<file path="src/rtl/out_port_serial_pkg.sv">
// Shared definitions for the SAP-II serial output port: FSM state encodings,
// serial line levels and a counter-width helper.
package out_port_serial_pkg;

   typedef enum logic [2:0] {
      IDLE     = 3'd0,
      START    = 3'd1,
      DATA     = 3'd2,
      STOP     = 3'd3,
      ACK_WAIT = 3'd4
   } state_t;

   localparam logic LINE_IDLE = 1'b1;
   localparam logic START_BIT = 1'b0;
   localparam logic STOP_BIT  = 1'b1;

   // Bits needed to count 0..n-1; never less than one bit.
   function automatic int cnt_width(input int n);
      return (n > 1) ? $clog2(n) : 1;
   endfunction

endpackage

</file>
<file path="src/rtl/out_port_serial_if.sv">
// Bus-side and device-side signals of the output port. The CPU/bench side
// (master) drives WBUS, nLo and ACKNOWLEDGE; the port (slave) drives the rest.
interface out_port_serial_if #(
   parameter int WIDTH = 8
);
   logic [WIDTH-1:0] WBUS;
   logic             nLo;
   logic             ACKNOWLEDGE;
   logic [WIDTH-1:0] PORT_OUT;
   logic             SERIAL_OUT;
   logic             READY;
   logic             OVERRUN;

   modport master (
      output WBUS, nLo, ACKNOWLEDGE,
      input  PORT_OUT, SERIAL_OUT, READY, OVERRUN
   );

   modport slave (
      input  WBUS, nLo, ACKNOWLEDGE,
      output PORT_OUT, SERIAL_OUT, READY, OVERRUN
   );
endinterface

</file>
<file path="src/rtl/out_port_serial_bit_timer.sv">
// Bit-period timer: counts CLK cycles within one serial bit and flags the
// last cycle of each period. clr holds the count at zero.
module bit_timer
   import out_port_serial_pkg::*;
#(
   parameter int BIT_CYCLES = 4
) (
   input  logic CLK,
   input  logic nCLR,
   input  logic clr,
   output logic tick
);

   localparam int            CW   = cnt_width(BIT_CYCLES);
   localparam logic [CW-1:0] LAST = CW'(BIT_CYCLES - 1);

   logic [CW-1:0] cnt_q;

   assign tick = (cnt_q == LAST);

   // Cycle counter: restarts at each bit boundary or when cleared.
   always_ff @(posedge CLK or negedge nCLR) begin
      if (!nCLR) begin
         cnt_q <= '0;
      end else if (clr || tick) begin
         cnt_q <= '0;
      end else begin
         cnt_q <= cnt_q + CW'(1);
      end
   end

endmodule

</file>
<file path="src/rtl/out_port_serial.sv">
// SAP-II output port. Reads a word from WBUS on a low nLo, shows it on
// PORT_OUT and sends it as a start/8-data/stop serial frame, then waits for
// the external device to acknowledge before accepting the next word.
module out_port_serial
   import out_port_serial_pkg::*;
#(
   parameter int BIT_CYCLES = 4,
   parameter int WIDTH      = 8
) (
   input logic               CLK,
   input logic               nCLR,
   out_port_serial_if.slave  bus
);

   localparam int            BW       = cnt_width(WIDTH);
   localparam logic [BW-1:0] LAST_BIT = BW'(WIDTH - 1);

   state_t           state_q, state_d;
   logic [WIDTH-1:0] shreg_q, shreg_d;
   logic [BW-1:0]    bitcnt_q, bitcnt_d;
   logic [WIDTH-1:0] port_q, port_d;
   logic             serial_q, serial_d;
   logic             ready_q, ready_d;
   logic             overrun_q, overrun_d;
   logic             load;
   logic             tick;
   logic             timer_clr;

   assign load = !bus.nLo;

   // The timer only runs inside a bit-timed state and restarts on every
   // state change so each state begins with a full bit period.
   assign timer_clr = (state_d != state_q) || (state_q == IDLE) ||
                      (state_q == ACK_WAIT);

   bit_timer #(
      .BIT_CYCLES (BIT_CYCLES)
   ) u_bit_timer (
      .CLK  (CLK),
      .nCLR (nCLR),
      .clr  (timer_clr),
      .tick (tick)
   );

   // Next-state and next-output logic; outputs are computed one cycle ahead
   // so that every port output comes straight from a flop.
   always_comb begin
      state_d   = state_q;
      shreg_d   = shreg_q;
      bitcnt_d  = bitcnt_q;
      port_d    = port_q;
      serial_d  = serial_q;
      overrun_d = load && !ready_q;

      case (state_q)
         IDLE: begin
            serial_d = LINE_IDLE;
            if (load) begin
               state_d  = START;
               shreg_d  = bus.WBUS;
               port_d   = bus.WBUS;
               serial_d = START_BIT;
            end
         end
         START: begin
            if (tick) begin
               state_d  = DATA;
               serial_d = shreg_q[0];
            end
         end
         DATA: begin
            if (tick) begin
               shreg_d = shreg_q >> 1;
               if (bitcnt_q == LAST_BIT) begin
                  state_d  = STOP;
                  serial_d = STOP_BIT;
               end else begin
                  bitcnt_d = bitcnt_q + BW'(1);
                  serial_d = shreg_q[1];
               end
            end
         end
         STOP: begin
            serial_d = STOP_BIT;
            if (tick) begin
               state_d  = ACK_WAIT;
               serial_d = LINE_IDLE;
            end
         end
         ACK_WAIT: begin
            serial_d = LINE_IDLE;
            if (bus.ACKNOWLEDGE) begin
               state_d = IDLE;
            end
         end
         default: begin
            state_d  = IDLE;
            serial_d = LINE_IDLE;
         end
      endcase

      if (state_d != state_q) begin
         bitcnt_d = '0;
      end
      ready_d = (state_d == IDLE);
   end

   // State, datapath and output registers; reset aborts any frame at once.
   always_ff @(posedge CLK or negedge nCLR) begin
      if (!nCLR) begin
         state_q   <= IDLE;
         shreg_q   <= '0;
         bitcnt_q  <= '0;
         port_q    <= '0;
         serial_q  <= LINE_IDLE;
         ready_q   <= 1'b1;
         overrun_q <= 1'b0;
      end else begin
         state_q   <= state_d;
         shreg_q   <= shreg_d;
         bitcnt_q  <= bitcnt_d;
         port_q    <= port_d;
         serial_q  <= serial_d;
         ready_q   <= ready_d;
         overrun_q <= overrun_d;
      end
   end

   assign bus.PORT_OUT   = port_q;
   assign bus.SERIAL_OUT = serial_q;
   assign bus.READY      = ready_q;
   assign bus.OVERRUN    = overrun_q;

endmodule

</file>
<file path="src/flat_wrapper.sv">
// flat-port wrapper written by rule: the top's interface ports become plain ports
module out_port_serial_flat import out_port_serial_pkg::*;
#(
   parameter int BIT_CYCLES = 4,
   parameter int WIDTH      = 8
)
  (CLK, nCLR, bus_WBUS, bus_nLo, bus_ACKNOWLEDGE, bus_PORT_OUT, bus_SERIAL_OUT, bus_READY, bus_OVERRUN);
  out_port_serial_if #(.WIDTH(WIDTH)) bus_i ();
  input logic CLK;
  input logic nCLR;
  input wire logic [$bits(bus_i.WBUS)-1:0] bus_WBUS;
  input wire logic [$bits(bus_i.nLo)-1:0] bus_nLo;
  input wire logic [$bits(bus_i.ACKNOWLEDGE)-1:0] bus_ACKNOWLEDGE;
  output wire logic [$bits(bus_i.PORT_OUT)-1:0] bus_PORT_OUT;
  output wire logic [$bits(bus_i.SERIAL_OUT)-1:0] bus_SERIAL_OUT;
  output wire logic [$bits(bus_i.READY)-1:0] bus_READY;
  output wire logic [$bits(bus_i.OVERRUN)-1:0] bus_OVERRUN;
  assign bus_i.WBUS = bus_WBUS;
  assign bus_i.nLo = bus_nLo;
  assign bus_i.ACKNOWLEDGE = bus_ACKNOWLEDGE;
  assign bus_PORT_OUT = bus_i.PORT_OUT;
  assign bus_SERIAL_OUT = bus_i.SERIAL_OUT;
  assign bus_READY = bus_i.READY;
  assign bus_OVERRUN = bus_i.OVERRUN;
  out_port_serial #(.BIT_CYCLES(BIT_CYCLES), .WIDTH(WIDTH)) u_core (.CLK(CLK), .nCLR(nCLR), .bus(bus_i));
endmodule
</file>
<file path="config.mk">
export PLATFORM = sky130hd
export DESIGN_NAME = out_port_serial_flat
export DESIGN_NICKNAME = d
export VERILOG_FILES = /design/src/rtl/out_port_serial_pkg.sv /design/src/rtl/out_port_serial_if.sv /design/src/rtl/out_port_serial_bit_timer.sv /design/src/rtl/out_port_serial.sv /design/src/flat_wrapper.sv
export SDC_FILE = /design/constraint.sdc
export NUM_CORES = 1
export LEC_CHECK = 0
export CAP_MARGIN = 5
export CORE_ASPECT_RATIO = 0.6
export CORE_UTILIZATION = 55
export DETAILED_ROUTE_END_ITERATION = 16
export MAX_ROUTING_LAYER = met4
export PLACE_DENSITY = 0.8
export SYNTH_ARGS = -nofsm -noshare
export SYNTH_HDL_FRONTEND = slang
export SYNTH_HIERARCHICAL = 1
export SYNTH_SLANG_ARGS = --single-unit
</file>
<file path="constraint.sdc">
create_clock -name CLK -period 3.55 [get_ports CLK]
set_input_delay 0.355 -clock CLK [delete_from_list [all_inputs] [get_ports CLK]]
set_output_delay 0.355 -clock CLK [all_outputs]
set_load 0.05 [all_outputs]
</file>
==> results summary <==
The run finished with clean final reports. The depth of the worst register-to-register path is 4. The most repeated cell in the gate-level netlist after synthesis is sky130_fd_sc_hd__dfrtp_1.

The register area share after synthesis is 51.2%. The most used flip-flop cell after synthesis is sky130_fd_sc_hd__dfrtp_1. On the final layout, the worst hold slack is 0.448 ns.

The area overhead of the layout relative to synthesis came out at 21.6%. The switching portion of total power came out at 42.1%. The category of the critical setup timing path is flip-flop to flip-flop. The total of flip-flops plus latches after synthesis came out at 27.

The clock passes through at most 2 buffers. TritonCTS built the clock tree. The setup total negative slack is 0 ns. The yosys synthesis warning count came out at 6. Clock-pin slew was measured on the worst setup and hold paths at 0.09 ns. The total wire length is 2510 microns. The detailed-routing iteration count for the pre-antenna-repair pass came out at 4. The share of synthesized area in the top cell type comes to between 40% and 50%. The residual overflow from global routing came out at 0.

The post-layout instance count excluding filler cells is roughly 160. The maximum fanout encountered on the critical timing path came out at 10. The final net count came out at between 100 and 150.

The number of post-CTS setup repair buffers came out at 0. VDD sags by at most about 0.00047 V. The die width came out at around 65 microns.

The cell count after synthesis is between 100 and 150. Based on the critical path, the design can be clocked at up to 440 MHz. The DRC violation total after the first TritonRoute iteration came out at between 70 and 80. For this configuration, the core starts out at a cell density of 59.9%.

The number of flops mapped to enable cells by yosys is 0. The multi-input combinational cells in the finished layout cover a total of 608 sq um. The global-route wire length before repair is 3980 microns.

The via-per-instance ratio is 5.78. Ranked by instance count, the synthesized netlist is headed by 25 x sky130_fd_sc_hd__dfrtp_1, 21 x sky130_fd_sc_hd__mux2_2, 6 x sky130_fd_sc_hd__nor2_1, 6 x sky130_fd_sc_hd__o21ai_0, 4 x sky130_fd_sc_hd__a21oi_1. The slowest stage of the critical path is the sky130_fd_sc_hd__a2111oi_4 cell. The worst setup path is launched from a flip-flop. Global routing used 22.8% of the available tracks across all layers. The routed length on met3 is 166 microns. The shortest clock period the worst path allows after layout came out at 2.27 ns. The wire length on met2 is about 1100 microns. Each instance of the synthesized netlist takes up on average ~12 sq um. In the final layout, the share of cells above drive strength 1 is a little over a quarter.

The number of buffer cells added on primary ports came out at 22. The final antenna-violating net count is 0. The number of inserted filler cells in the final layout is 155. Yosys mapped the design onto 37 distinct sky130hd cell types. The part of the total power dissipated in sequential elements came out at 38.9%. The estimated wirelength of the detail-placed design is roughly 1800 microns. The arrival time of the worst setup path came out at about 2.4 ns. The site row count is 13. The design draws roughly 1.4 mW. The actual slew at the worst max-slew pin came out at approximately 1.1 ns.

The number of DRC violations after detailed routing is 0. The worst hold path belongs to the class input port to async pin. Clock tree synthesis inserted a total of 3 buffers. After detailed routing, the average wire length per cell comes to about 16 microns. The count of hold-fix buffers inserted at cts came out at 0. The met1 wire length came out at 1240 microns. During I/O placement, the number of pins put on the boundary was 23. The cell sitting at the root of the clock tree is a sky130_fd_sc_hd__clkbuf_8. The switching power came out at 0.610 mW. The vertical die dimension is 40.0 microns. The slack of the critical path is about 1.3 ns.

The post-route clock period utilization came out at 64.0%. The antenna diode instance count came out at 0. For the worst setup path, the data required time is 3.72 ns. The number of global-route vias before repair came out at about 820. Of all cell types, the one taking the most synthesized area is sky130_fd_sc_hd__dfrtp_1. Counting every net in the synthesized netlist gives 122.

The power density of the placed cells came out at 899 mW/mm^2. STA classifies the critical path endpoint as a flip-flop. The internal power consumption came out at 0.839 mW. The area of the die is 0.00262 sq mm. The pre-CTS setup slack is 1.27 ns. The sequential cell area is 678 sq um. Summed over all cells, the static leakage comes to 0.660 nW. The number of H-tree levels came out at 1.

The final-report setup violation count came out at 0. The final count of pins violating max slew came out at 0. The core region area is 0.00221 sq mm. The fraction of registers with async set or reset after synthesis came out at 100%. The final weighted congestion in routability-driven placement is approximately 0.8. The cell count after placement is 155. The relative contribution of combinational cells to total power came out at 49.0%. Walking the worst path, the cells encountered are ha_1 -> clkinv_1 -> a2111oi_4 -> mux2_2. The cell area after technology mapping is 0.00133 sq mm.

The number of cells upsized or downsized after cts came out at 0. The clock network burns between 10% and 20% of the power. The post-route clock skew is 0.00501 ns. The worst-skew pair later-pin latency came out at 0.28 ns.

In this design, the stage delay of the slowest critical-path cell is 0.67 ns. The number of max-cap violations is 0. The worst-case headroom to the max-slew limit came out at between 20% and 30%. The tree built by TritonCTS fans out to 27 sinks. Setup repair after global routing left no endpoint under its margin. The highest metal layer with signal wires is met4. After synthesis, the cell types taking the most area are sky130_fd_sc_hd__dfrtp_1 47%, sky130_fd_sc_hd__mux2_2 18%, sky130_fd_sc_hd__dfstp_2 4.0%.

The number of antenna violations at the first check in global routing came out at 0. The total via count after detailed routing came out at 919. The number of failing hold endpoints at the final stage is 0.

The largest net degree at the start of global routing is 28.
==> worst max-delay path, delay by kind of cell, from the launching register on <==
| family | cells | cell delay, ns |
|---|---|---|
| AOI/OAI and AO/OA | 1 | 0.67 |
| DFF | 1 | 0.38 |
| buffers and inverters | 1 | 0.33 |
| adders and majority gates | 1 | 0.37 |
| muxes | 1 | 0.41 |
==> metrics by stage <==
step           utilization (%)  instance area (sq um)
2_1_floorplan                -                   1330
3_3_place_gp              70.8                   1570
3_5_place_dp              70.8                   1570
4_1_cts                   72.9                   1610
5_1_grt                   72.9                   1610
6_report                  72.9                   1610
==> final cells by class <==
| cell class | instances | area share [%] |
|---|---|---|
| clock buffers | 4 | 2.80 |
| inverters | 4 | 0.932 |
| multi-input cells | 71 | 37.7 |
| flip-flops and latches | 27 | 42.1 |
| well taps | 30 | 2.33 |
| repair buffers | 23 | 14.1 |
==> cells by family after synthesis <==
kind of cell	count (synthesis)	share of synthesized area (%)
AOI/OAI and AO/OA	21	12.1
xor gates and xnor gates	1	0.661
adders and majority gates	3	2.83
buffers and inverters	9	2.93
DFF	27	51.2
muxes	21	17.8
and+or+nand+nor	25	12.5
==> placed cells by master, fill, tap and decap left out <==
| cell | count |
|---|---|
| sky130_fd_sc_hd__dfstp_2 | 2 |
| sky130_fd_sc_hd__and3_1 | 1 |
| sky130_fd_sc_hd__a21boi_0 | 1 |
| sky130_fd_sc_hd__dfrtp_1 | 25 |
| sky130_fd_sc_hd__nand2_1 | 1 |
| sky130_fd_sc_hd__nor4_2 | 1 |
| sky130_fd_sc_hd__nor3b_2 | 2 |
| sky130_fd_sc_hd__a221oi_1 | 1 |
| sky130_fd_sc_hd__clkbuf_1 | 1 |
| sky130_fd_sc_hd__o21ai_0 | 6 |
| sky130_fd_sc_hd__clkbuf_8 | 3 |
| sky130_fd_sc_hd__xor2_1 | 1 |
| sky130_fd_sc_hd__buf_4 | 1 |
| sky130_fd_sc_hd__clkinv_1 | 1 |
| sky130_fd_sc_hd__a21oi_1 | 4 |
| sky130_fd_sc_hd__nor3_2 | 1 |
| sky130_fd_sc_hd__or3_1 | 1 |
| sky130_fd_sc_hd__o21a_1 | 1 |
| sky130_fd_sc_hd__or4b_1 | 1 |
| sky130_fd_sc_hd__clkdlybuf4s50_1 | 22 |
| sky130_fd_sc_hd__nand3_1 | 1 |
| sky130_fd_sc_hd__nand2b_1 | 1 |
| sky130_fd_sc_hd__nor2b_1 | 3 |
| sky130_fd_sc_hd__nor2_1 | 6 |
| sky130_fd_sc_hd__a2111oi_4 | 1 |
| sky130_fd_sc_hd__nor3_1 | 1 |
| sky130_fd_sc_hd__a21bo_2 | 1 |
| sky130_fd_sc_hd__ha_1 | 3 |
| sky130_fd_sc_hd__or2_2 | 1 |
| sky130_fd_sc_hd__nand4_1 | 2 |
| sky130_fd_sc_hd__a32o_1 | 1 |
| sky130_fd_sc_hd__a211oi_1 | 3 |
| sky130_fd_sc_hd__o31a_1 | 1 |
| sky130_fd_sc_hd__inv_1 | 3 |
| sky130_fd_sc_hd__mux2_2 | 21 |
| sky130_fd_sc_hd__o31ai_1 | 1 |
| sky130_fd_sc_hd__nand3b_1 | 2 |
==> state kept, by name, indices dropped and copies added, names as in the netlist <==
register	flops
u_core/bus.PORT_OUT	8
u_core/shreg_q	8
u_core/bitcnt_q	3
u_core/state_q	3
u_core/u_bit_timer/cnt_q	2
u_core/bus.OVERRUN	1
u_core/bus.READY	1
u_core/bus.SERIAL_OUT	1
==> per-layer routing <==
metal / up-vias / GRT usage [%]
met3: 2 / 7.95
met1: 447 / 31.1
met2: 32 / 32.2
li1: 438 / -
met4: 0 / 6.52
met5: - / -
==> path summary, 6_finish.rpt <==
path | slack, ns | to | startpoint
min in group CLK | 0.46 | u_core/u_bit_timer/cnt_q[0] | u_core/u_bit_timer/cnt_q[0]
setup reg to reg | 1.28 | u_core/shreg_q[5] | u_core/u_bit_timer/cnt_q[0]
hold / removal | 0.45 | u_core/shreg_q[4] | nCLR
hold reg to reg | 0.46 | u_core/u_bit_timer/cnt_q[0] | u_core/u_bit_timer/cnt_q[0]
max in group asynchronous | 2.81 | u_core/bus.SERIAL_OUT | nCLR
setup / recovery | 1.28 | u_core/shreg_q[5] | u_core/u_bit_timer/cnt_q[0]
==> power by group through the flow <==
| stage | combinational, mW | sequential, mW | clock [mW] |
|---|---|---|---|
| 2_1_floorplan | 0.354 | 0.718 | 0 |
| 3_3_place_gp | 0.690 | 0.557 | 0 |
| 3_5_place_dp | 0.706 | 0.569 | 0 |
| 4_1_cts | 0.710 | 0.562 | 0.181 |
| 5_1_grt | 0.759 | 0.584 | 0.194 |
| 6_report | 0.710 | 0.564 | 0.175 |
(Power assumes the default switching activity.)
